**src/rtl/circle_draw.sv**
```systemverilog
// Midpoint circle rasteriser: one pixel per clock onto the framebuffer plot bus.
// Off-screen pixels keep their slot in the sequence but have the strobe dropped.
module circle_draw #(
  parameter int SCREEN_W = 160,
  parameter int SCREEN_H = 120
) (
  input  logic       clk,
  input  logic       rst_n,
  input  logic       start,
  input  logic [7:0] centre_x,
  input  logic [6:0] centre_y,
  input  logic [7:0] radius,
  input  logic [2:0] colour,
  output logic       done,
  output logic [7:0] vga_x,
  output logic [6:0] vga_y,
  output logic [2:0] vga_colour,
  output logic       vga_plot
);

  typedef enum logic [1:0] {
    IDLE,
    PLOT,
    UPDATE,
    FIN
  } state_t;

  localparam logic signed [10:0] W_S = 11'(SCREEN_W);
  localparam logic signed [10:0] H_S = 11'(SCREEN_H);

  state_t             state;
  logic        [7:0]  cx;
  logic        [6:0]  cy;
  logic signed [10:0] ox;
  logic signed [10:0] oy;
  logic signed [11:0] crit;
  logic        [2:0]  oct;

  logic signed [10:0] ox_n;
  logic signed [10:0] oy_n;
  logic signed [11:0] crit_n;
  logic signed [10:0] dxy;

  logic        [2:0]  e_oct;
  logic signed [10:0] e_ox;
  logic signed [10:0] e_oy;
  logic signed [10:0] e_cx;
  logic signed [10:0] e_cy;
  logic signed [10:0] ex;
  logic signed [10:0] ey;
  logic               e_vis;

  function automatic logic signed [10:0] oct_x(
    input logic        [2:0]  o,
    input logic signed [10:0] a,
    input logic signed [10:0] b,
    input logic signed [10:0] c
  );
    logic signed [10:0] r;
    unique case (o)
      3'd0, 3'd6: r = c + a;
      3'd1, 3'd7: r = c + b;
      3'd2, 3'd4: r = c - a;
      default:    r = c - b;
    endcase
    return r;
  endfunction

  function automatic logic signed [10:0] oct_y(
    input logic        [2:0]  o,
    input logic signed [10:0] a,
    input logic signed [10:0] b,
    input logic signed [10:0] c
  );
    logic signed [10:0] r;
    unique case (o)
      3'd0, 3'd2: r = c + b;
      3'd1, 3'd3: r = c + a;
      3'd4, 3'd6: r = c - b;
      default:    r = c - a;
    endcase
    return r;
  endfunction

  // Decision-variable step for the next row
  always_comb begin
    oy_n   = oy + 11'sd1;
    ox_n   = ox;
    dxy    = '0;
    crit_n = crit + $signed({oy_n, 1'b0}) + 12'sd1;
    if (crit > 12'sd0) begin
      ox_n   = ox - 11'sd1;
      dxy    = oy_n - ox_n;
      crit_n = crit + $signed({dxy, 1'b0}) + 12'sd1;
    end
  end

  // Pixel to present in the next cycle
  always_comb begin
    e_oct = oct + 3'd1;
    e_ox  = ox;
    e_oy  = oy;
    e_cx  = $signed({3'b0, cx});
    e_cy  = $signed({4'b0, cy});
    unique case (state)
      IDLE: begin
        e_oct = 3'd0;
        e_ox  = $signed({3'b0, radius});
        e_oy  = '0;
        e_cx  = $signed({3'b0, centre_x});
        e_cy  = $signed({4'b0, centre_y});
      end
      UPDATE: begin
        e_oct = 3'd0;
        e_ox  = ox_n;
        e_oy  = oy_n;
      end
      default: ;
    endcase
    ex    = oct_x(e_oct, e_ox, e_oy, e_cx);
    ey    = oct_y(e_oct, e_ox, e_oy, e_cy);
    e_vis = !ex[10] && (ex < W_S) && !ey[10] && (ey < H_S);
  end

  always_ff @(posedge clk or negedge rst_n) begin
    if (!rst_n) begin
      state      <= IDLE;
      cx         <= '0;
      cy         <= '0;
      ox         <= '0;
      oy         <= '0;
      crit       <= '0;
      oct        <= '0;
      done       <= 1'b0;
      vga_x      <= '0;
      vga_y      <= '0;
      vga_colour <= '0;
      vga_plot   <= 1'b0;
    end else begin
      unique case (state)
        IDLE: begin
          done     <= 1'b0;
          vga_plot <= 1'b0;
          if (start) begin
            cx         <= centre_x;
            cy         <= centre_y;
            ox         <= $signed({3'b0, radius});
            oy         <= '0;
            crit       <= 12'sd1 - $signed({4'b0, radius});
            oct        <= 3'd0;
            vga_colour <= colour;
            vga_x      <= ex[7:0];
            vga_y      <= ey[6:0];
            vga_plot   <= e_vis;
            state      <= PLOT;
          end
        end
        PLOT: begin
          if (oct == 3'd7) begin
            vga_plot <= 1'b0;
            state    <= UPDATE;
          end else begin
            oct      <= e_oct;
            vga_x    <= ex[7:0];
            vga_y    <= ey[6:0];
            vga_plot <= e_vis;
          end
        end
        UPDATE: begin
          ox   <= ox_n;
          oy   <= oy_n;
          crit <= crit_n;
          if (oy_n <= ox_n) begin
            oct      <= 3'd0;
            vga_x    <= ex[7:0];
            vga_y    <= ey[6:0];
            vga_plot <= e_vis;
            state    <= PLOT;
          end else begin
            vga_plot <= 1'b0;
            done     <= 1'b1;
            state    <= FIN;
          end
        end
        FIN: begin
          vga_plot <= 1'b0;
          if (!start) begin
            done  <= 1'b0;
            state <= IDLE;
          end
        end
        default: state <= IDLE;
      endcase
    end
  end

endmodule

```
**config.mk**
```make
export PLATFORM = sky130hd
export DESIGN_NAME = circle_draw
export DESIGN_NICKNAME = d
export VERILOG_FILES = /design/src/rtl/circle_draw.sv
export SDC_FILE = /design/constraint.sdc
export NUM_CORES = 1
export LEC_CHECK = 0
export CAP_MARGIN = 20
export CORE_ASPECT_RATIO = 0.7
export CORE_MARGIN = 5
export CORE_UTILIZATION = 28
export CTS_BUF_LIST = sky130_fd_sc_hd__clkbuf_4 sky130_fd_sc_hd__clkbuf_8
export DETAILED_ROUTE_END_ITERATION = 16
export PLACE_DENSITY = 0.53
export SKIP_CTS_REPAIR_TIMING = 1
export SYNTH_ARGS = -nofsm -noshare
export SYNTH_HDL_FRONTEND = slang
export SYNTH_SLANG_ARGS = --single-unit
```
**constraint.sdc**
```tcl
create_clock -name clk -period 12 [get_ports clk]
set_input_delay 2.4 -clock clk [delete_from_list [all_inputs] [get_ports clk]]
set_output_delay 2.4 -clock clk [all_outputs]
set_load 0.03 [all_outputs]
```
**Yosys cells after proc, flatten, opt, wreduce, memory -nomap -nowiden**

Cells that the tools add are included.

- $add $sub $neg: 17
- Magnitude comparators: 4
- Equal/unequal tests: 16
- Muxes and demuxes: 39
- Reduce and logical (&&, ||, !) cells: 22

Operators with widths:

| kind | number |
|---|---|
| case mux 11 bit (2 select lines) | 4 |
| case mux 11 bit (3 select lines) | 2 |
| subtractor 11 bit | 5 |
| adder 11 bit | 4 |
| two-way mux 11 bit | 3 |
| two-way mux 8 bit | 4 |
| two-way mux 7 bit | 4 |
| adder 12 bit | 2 |
| adder 12 x 2 -> 12 bit, second input constant | 2 |
| two-way mux 12 bit | 2 |
| case mux 12 bit (2 select lines) | 1 |
| case mux 8 bit (3 select lines) | 1 |
| case mux 7 bit (3 select lines) | 1 |
| OR reduction 2 bit | 7 |
| == test 3 bit, second input constant | 4 |
| > comparator 12 x 1 -> 1 bit, second input constant | 1 |
| two-way mux 3 bit | 4 |
| != test 2 bit, second input constant | 6 |
| adder 11 x 2 -> 11 bit, second input constant | 1 |
| less-or-equal comparator 11 bit | 1 |
| less-than comparator 11 x 8 -> 1 bit, second input constant | 1 |
| less-than comparator 11 x 9 -> 1 bit, second input constant | 1 |
| subtractor 11 x 2 -> 11 bit, second input constant | 1 |
| case mux 3 bit (3 select lines) | 1 |
| 20 further kinds | 35 |

- Flip-flop bits (word level): 74
- Logic and storage cells: 110

**Depth between registers and ports, before layout**

Gate-level depths: netlist (run 1).

- Depth in word-level cells: 12
- Gate-level depth with buffers: 24
- Depth with buffers taken out: 22

**Worst setup path before layout (run 1)**

No wires, ideal clock.

- Path type: in2reg
- Start point: input port radius[0]
- End point: register vga_plot
- Setup time: 0.067 ns
- Arrival: 5.669 ns
- Slack: 6.264 ns
- Stages: 19
- Path buffers: 1
- Path through: a222oi_1 -> o211a_1 -> or3b_1 -> buf_2 -> nand2_1 -> nor2_1 -> a21oi_1 -> a21oi_1 -> o21ai_0 -> ha_1 -> nor2b_1 -> o21ai_0 -> nand2b_1 -> a21o_1 -> a21oi_1 -> o21ai_0 -> or2_2 -> a21oi_1 -> o2111a_1

- Longest elaborated chain between the ends: 9
- Elaborated cells between the ends (all ways): 18
- Those cells by class: add/sub (4); order compare (2); mux (7); reduce/logical (5)

RTL lines:

| what | line | RTL |
|---|---|---|
| start, declared | 12 | `input logic [7:0] radius,` |
| case mux 11 bit (2 select lines) * | 105 | `unique case (state)` |
| subtractor 11 bit or adder 11 bit (tied branches) | 63, 61 |  |
| case mux 11 bit (3 select lines) | 60 | `unique case (o)` |
| less-than comparator 11 x 9 -> 1 bit or logical NOT 1 bit (tied branches) | 122 | `e_vis = !ex[10] && (ex < W_S) && !ey[10] && (ey < H_S);` |
| logical AND 1 bit (2 in series) | 122 |  |
| logical AND 1 bit * | 122 |  |
| two-way mux 1 bit, on equally long branches | 173, 144, 159 |  |
| case mux 1 bit (4 select lines) * | 140 | `unique case (state)` |
| end signal, assigned | 154 | `vga_plot <= e_vis;` |
| end signal, assigned | 166 | `vga_plot <= e_vis;` |
| end signal, assigned | 177 | `vga_plot <= e_vis;` |
| end, declared | 18 | `output logic vga_plot` |

Every way passes the cells marked *; elsewhere a longest branch is shown, timed or not.
A chain may end at the register's enable or synchronous reset.

**Worst setup path in the final report (run 1)**

Ends and elaborated chain as after synthesis.

==> flow_summary.toml, run 1 <==
[route]
initialDrtViolationCount = 726
via_per_inst = 5.36
drt_drc_violations_left = 0
drt_wl_total_um = 25200
wl_per_cell_um = 18.5
dr.pass1.iters = 6
ant_nets = 0
vias = 7277

[critical_path]
startpoint = "radius[0]"
arrival_ps = 6680
reg2reg_to = "vga_plot$_DFF_PN0_"
cp_common_cell = "a21oi_1"
ff2ff_setup_slack_ps = 6570
end_kind = "flop"
critPathLaunchType = "primary input"
critPathMaxStageDelay_ps = 600
crit_fanout = 11
cp.required_ps = 12320
crit_type = "in2reg"
cp_slowest_cell = "or3b_1"
worstPathCellList = "clkdlybuf4s50_1, a222oi_1, o211a_1, or3b_1, nand2_1, nor2_1, a21oi_1, a21oi_1, o21ai_0, ha_1, nor2b_1, o21ai_0, nand2b_1, a21o_1, a21oi_1, o21ai_0, or2_2, a21oi_1, o2111a_1"
crit_path_end = "vga_plot$_DFF_PN0_"
rr_worst_depth = 20
worstReg2RegStart = "crit[6]$_DFFE_PN0P_"

[timing]
hold_viol = 0
relSlewSlack = 0.321
setup_viol = 0
rsz0062_at_grt = "no"
period_needed_ps = 6360
skew_ps = 17.3
fmaxAchievable_mhz = 157
finalSetupTns_ps = 0
period_share = 0.530
worst_pin_slew_ps = 1010
layout_setup_ws_ps = 5640
finalMaxSlewViolations = 0

[clocking]
clk_root_buffer_cell = "clkbuf_8"
h-tree-depth = 3
insertion_delay_ps = 400
cts.path.max_buffers = 2
tritoncts = "yes"
clk_pin_slew_worst_paths_ps = 100
clkSinkCount = 74
cts_buffers = 9

[synth]
synthTopCellsByArea = "dfrtp_1 (24%), ha_1 (10%), xnor2_1 (6.9%)"
ys.flop_type = "dfrtp_1"
ys_ff_latch = 74
synth_top_area_cell = "dfrtp_1"
synthCells = 970
synth_warnings = 0
ys_seq_area_frac = 0.236
yosys.area.top_type_share = 0.236
postSynthAreaPerCell_sq_um = 8.09
synth_edf_count = 0
syn-num-nets = 1067
synth.distinct_cells = 71
ys_async_sr_fraction = 1.00
syn_area_sq_um = 7840

[final_layout]
area_growth_pct = 13.6
diodes = 0
nNetsFinal = 1079
drive_gt1_frac = 0.0902
fillCellCount = 2954

[placed_design]
port-buffer-count = 48
place_hpwl_um = 18900
gp_congestion = 0.910
place_ws_ps = 5270

[global_routing]
antenna_found_initial = 0
first_global_vias = 6896
grt_max_degree = 53
grt_usage = 0.159
grt_first_pass_wirelength_um = 39900
gr-total-overflow = 0

[floorplan]
fp.dieW_um = 210
die-area_sq_um = 31500
core_sq_um = 27700
initial_utilization = 0.283
die_y_um = 150
io_pins = 49
num_rows = 51

[job]
drv_cap = 0

[worst_hold_path]
min_path_type = "reg2reg"

[outcome]
outcome = "completed"
[area by class of cell]
type,count,area (sq um),area share
multi-input combinational,793,5610,0.629
sequential,74,1850,0.208
timing repair buffer,64,618,0.0693
tap,371,464,0.0521
inverter,40,150,0.0168
clock buffer,9,124,0.0139
clock inverter,7,95.1,0.0107
[placed cells by master, fill, tap and decap left out, drive strengths merged, types with 6 or more instances in the layout]
| cell type | count |
|---|---|
| mux2i | 8 |
| nor2b | 14 |
| clkdlybuf4s50 | 47 |
| o22ai | 8 |
| buf | 17 |
| nand2 | 84 |
| a31oi | 14 |
| nand4 | 8 |
| a22o | 6 |
| nor4 | 16 |
| or4 | 6 |
| a22oi | 8 |
| a21o | 18 |
| mux2 | 40 |
| nand2b | 11 |
| a21oi | 68 |
| and3 | 6 |
| xnor2 | 62 |
| o21bai | 12 |
| clkbuf | 9 |
| dfrtp | 74 |
| a221o | 6 |
| o21a | 8 |
| ha | 63 |
| o31ai | 6 |
| xor2 | 32 |
| nand3 | 23 |
| o21ai | 88 |
| nor2 | 73 |
| inv | 45 |
| nor3 | 21 |
[layer usage]
layer,GRT usage,share of wire,vias to the layer above
li1,-,-,3565
met1,0.249,0.52,3485
met2,0.229,0.41,210
met3,0.0247,0.059,17
met4,0.0274,0.0088,0
met5,0,0,-
[Yosys cell counts, drive strengths merged (4+ instances only)]
| cell | instances |
|---|---|
| o21ai | 88 |
| nand2 | 84 |
| dfrtp | 74 |
| nor2 | 73 |
| a21oi | 68 |
| ha | 63 |
| xnor2 | 62 |
| clkbuf | 54 |
| inv | 40 |
| mux2 | 40 |
| xor2 | 32 |
| nand3 | 23 |
| nor3 | 21 |
| a21o | 18 |
| nor4 | 16 |
| a31oi | 14 |
| nor2b | 14 |
| o21bai | 12 |
| nand2b | 11 |
| buf | 9 |
| a22oi | 8 |
| mux2i | 8 |
| nand4 | 8 |
| o21a | 8 |
| o22ai | 8 |
| a221o | 6 |
| a22o | 6 |
| and3 | 6 |
| o31ai | 6 |
| or4 | 6 |
| a211oi | 5 |
| a221oi | 5 |
| fa | 5 |
| nand3b | 5 |
| o221ai | 5 |
| or3 | 5 |
| o311ai | 4 |
| o31a | 4 |
[worst min-delay path by stage]
stage / startpoint / end / slack, ps / depth (start not counted)
floorplan: oct[1]$_DFFE_PN0P_ / oct[1]$_DFFE_PN0P_ / 450 / 2
global placement: oct[2]$_DFFE_PN0P_ / oct[2]$_DFFE_PN0P_ / 470 / 2
detailed placement: vga_y[0]$_DFFE_PN0P_ / vga_y[0]$_DFFE_PN0P_ / 480 / 2
CTS: vga_y[0]$_DFFE_PN0P_ / vga_y[0]$_DFFE_PN0P_ / 500 / 2
global route: cy[4]$_DFFE_PN0P_ / cy[4]$_DFFE_PN0P_ / 520 / 1
finish: vga_y[0]$_DFFE_PN0P_ / vga_y[0]$_DFFE_PN0P_ / 490 / 2
[flip-flops by register name, summed over array words and instances, names as in the netlist, 2 cells and up]
register / flops
ox: 11
crit: 12
oct: 3
cx: 8
vga_y: 7
vga_colour: 3
cy: 7
oy: 11
state: 2
vga_x: 8
[critical path: cells and delay by family]
family	cells	cell delay [ps]
AO/OA/AOI/OAI	11	2120
buffers and inverters	1	480
adder cells (fa/ha/maj)	1	280
AND/OR/NAND/NOR	6	1400
[metrics by stage]
step	utilization	hold slack (ps)	cells	cell area (sq um)
2_1_floorplan	-	454	970	7840
3_3_place_gp	0.313	474	1341	8670
3_5_place_dp	0.314	478	1342	8690
4_1_cts	0.322	504	1358	8910
5_1_grt	0.322	521	1358	8910
6_report	0.322	494	1358	8910
[cell families (layout without fill, tap and decap cells)]
family | Yosys count | after routing | share of synthesized area
adder cells (fa/ha/maj) | 68 | 68 | 0.113
AND/OR/NAND/NOR | 283 | 283 | 0.176
AO/OA/AOI/OAI | 300 | 300 | 0.252
XOR/XNOR | 94 | 94 | 0.105
flip-flops | 74 | 74 | 0.236
multiplexers | 48 | 48 | 0.0676
buffers and inverters | 103 | 120 | 0.0501
Power of run 1 is not shown: default switching activity piles up to over one toggle a cycle in this logic, so the estimate is an artifact.
==> run 2: changes to the inputs <==
--- a/config.mk
+++ b/config.mk
@@ -11,7 +11,7 @@
 export CORE_UTILIZATION = 28
 export CTS_BUF_LIST = sky130_fd_sc_hd__clkbuf_4 sky130_fd_sc_hd__clkbuf_8
 export DETAILED_ROUTE_END_ITERATION = 16
-export PLACE_DENSITY = 0.53
+export PLACE_DENSITY = 0.54
 export SKIP_CTS_REPAIR_TIMING = 1
 export SYNTH_ARGS = -nofsm -noshare
 export SYNTH_HDL_FRONTEND = slang
==> constraint.sdc (replaced) <==
create_clock -name clk -period 5.6 [get_ports clk]
set_input_delay 1.12 -clock clk [delete_from_list [all_inputs] [get_ports clk]]
set_output_delay 1.12 -clock clk [all_outputs]
set_load 0.03 [all_outputs]
==> flow_summary.toml, run 2 (synthesis results as in run 1) <==
[clocking]
insertion_delay_ps = 400
clk_pin_slew_worst_paths_ps = 110
cts.path.max_buffers = 2
tritoncts = "yes"
clkSinkCount = 74
h-tree-depth = 3
clk_root_buffer_cell = "clkbuf_8"
cts_buffers = 9

[placed_design]
port-buffer-count = 48
place_ws_ps = 527
gp_congestion = 0.922
placedCellCount = 1357
place_hpwl_um = 18600
dpl-instance-area_sq_um = 8790

[timing]
finalSetupTns_ps = 0
rsz0062_at_grt = "no"
period_share = 0.901
period_needed_ps = 5050
hold_viol = 0
relSlewSlack = 0.310
setup_viol = 0
fmaxAchievable_mhz = 198
finalMaxSlewViolations = 0
skew_ps = 15.7
layout_setup_ws_ps = 553
worst_pin_slew_ps = 1030

[route]
via_per_inst = 5.35
drt_wl_total_um = 24700
initialDrtViolationCount = 658
ant_nets = 0
wl_per_cell_um = 18.0
vias = 7351
drt_drc_violations_left = 0
dr.pass1.iters = 5

[outcome]
outcome = "completed"

[worst_hold_path]
min-delay-start = "oct[2]$_DFFE_PN0P_"
hold_depth = 2
min_path_type = "reg2reg"
min_to = "oct[2]$_DFFE_PN0P_"

[floorplan]
num_rows = 51
die-area_sq_um = 31500
initial_utilization = 0.283
fp.dieW_um = 210
die_y_um = 150
io_pins = 49
core_sq_um = 27700

[critical_path]
arrival_ps = 5380
rr_worst_depth = 20
critPathLaunchType = "flop"
ff2ff_setup_slack_ps = 550
worstPathCellList = "or4_1, o311ai_2, mux2i_1, a221o_1, or3b_1, nand2_1, nor2_1, a21oi_1, a21oi_1, o21ai_0, ha_1, nor2b_1, o21ai_0, nand2b_1, a21o_1, a21oi_1, o21ai_0, or2_2, a21oi_1, o2111a_1"
worstReg2RegStart = "crit[6]$_DFFE_PN0P_"
critPathMaxStageDelay_ps = 700
cp_common_cell = "a21oi_1"
end_kind = "flop"
crit_fanout = 5
crit_type = "reg2reg"
startpoint = "crit[6]$_DFFE_PN0P_"
reg2reg_to = "vga_plot$_DFF_PN0_"
cp_slowest_cell = "or4_1"
cp.required_ps = 5940

[global_routing]
gr-total-overflow = 0
grt_usage = 0.157
grt_first_pass_wirelength_um = 39500
antenna_found_initial = 0
first_global_vias = 6782
grt_max_degree = 75

[final_layout]
largest_reg_flops = 12
final_common_cell = "o21ai_0"
reg_top3 = "crit (12), ox (11), oy (11)"
top_register = "crit"
nNetsFinal = 1095
stdcell_count = 1375
stdcell_area_sq_um = 9000
area_growth_pct = 14.7
drive_gt1_frac = 0.105
mostFrequentLayoutCells = "o21ai_0 (87), nand2_1 (84), dfrtp_1 (74), nor2_1 (71), a21oi_1 (68)"

[job]
drv_cap = 0
[run 2: cell count changes in the layout (fill, tap and decap cells not counted)]
cell,previous run,this run
clkinv_8,1,0
diode_2,0,1
buf_4,16,32
bufinv_16,1,0
clkinvlp_4,0,2
clkinv_2,0,1
inv_8,2,1
[run 2: how the worst max path moves through the flow]
stage / to
6_report: vga_plot$_DFF_PN0_
5_1_grt: vga_plot$_DFF_PN0_
4_1_cts: vga_plot$_DFF_PN0_
3_5_place_dp: vga_plot$_DFF_PN0_
3_3_place_gp: vga_plot$_DFF_PN0_
2_1_floorplan: vga_plot$_DFF_PN0_
[run 2: layer usage]
layer / track usage / part of all wire
met5: 0 / 0
met2: 0.223 / 0.42
met1: 0.243 / 0.52
met3: 0.0316 / 0.053
met4: 0.0352 / 0.012
[run 2: final cells by class]
class                   count  area [sq um]
clock buffers               9           124
inverters                  40           150
fillers                  2967         18700
repair buffers             80           738
diodes                      1          2.50
clock inverters             7          57.6
flip-flops and latches     74          1850
well taps                 371           464
multi-input cells         793          5610
[run 2: metrics by stage]
| step | hold WS, ps | util |
|---|---|---|
| final | 495 | 0.325 |
| after global routing | 526 | 0.325 |
| after CTS | 502 | 0.324 |
| after detailed placement | 476 | 0.317 |
| after global placement | 472 | 0.317 |
| after floorplan | 454 | - |
[run 2: worst max-delay path: cells and delay by family, from the launching register on]
family | cells | cell delay [ps]
flip-flops | 1 | 440
adder cells (fa/ha/maj) | 1 | 290
AND/OR/NAND/NOR | 7 | 1840
multiplexers | 1 | 150
AO/OA/AOI/OAI | 11 | 2270
Power of run 2 is left out for the same reason.
==> run 3: changes to the inputs <==
--- a/config.mk
+++ b/config.mk
@@ -10,6 +10,7 @@
 export CORE_MARGIN = 5
 export CORE_UTILIZATION = 28
 export CTS_BUF_LIST = sky130_fd_sc_hd__clkbuf_4 sky130_fd_sc_hd__clkbuf_8
+export CTS_CLUSTER_SIZE = 20
 export DETAILED_ROUTE_END_ITERATION = 16
 export PLACE_DENSITY = 0.54
 export SKIP_CTS_REPAIR_TIMING = 1
==> results of run 3 <==
The final DEF is identical to that of run 2; final timing and power are the same.
Power of run 3 is left out for the same reason.
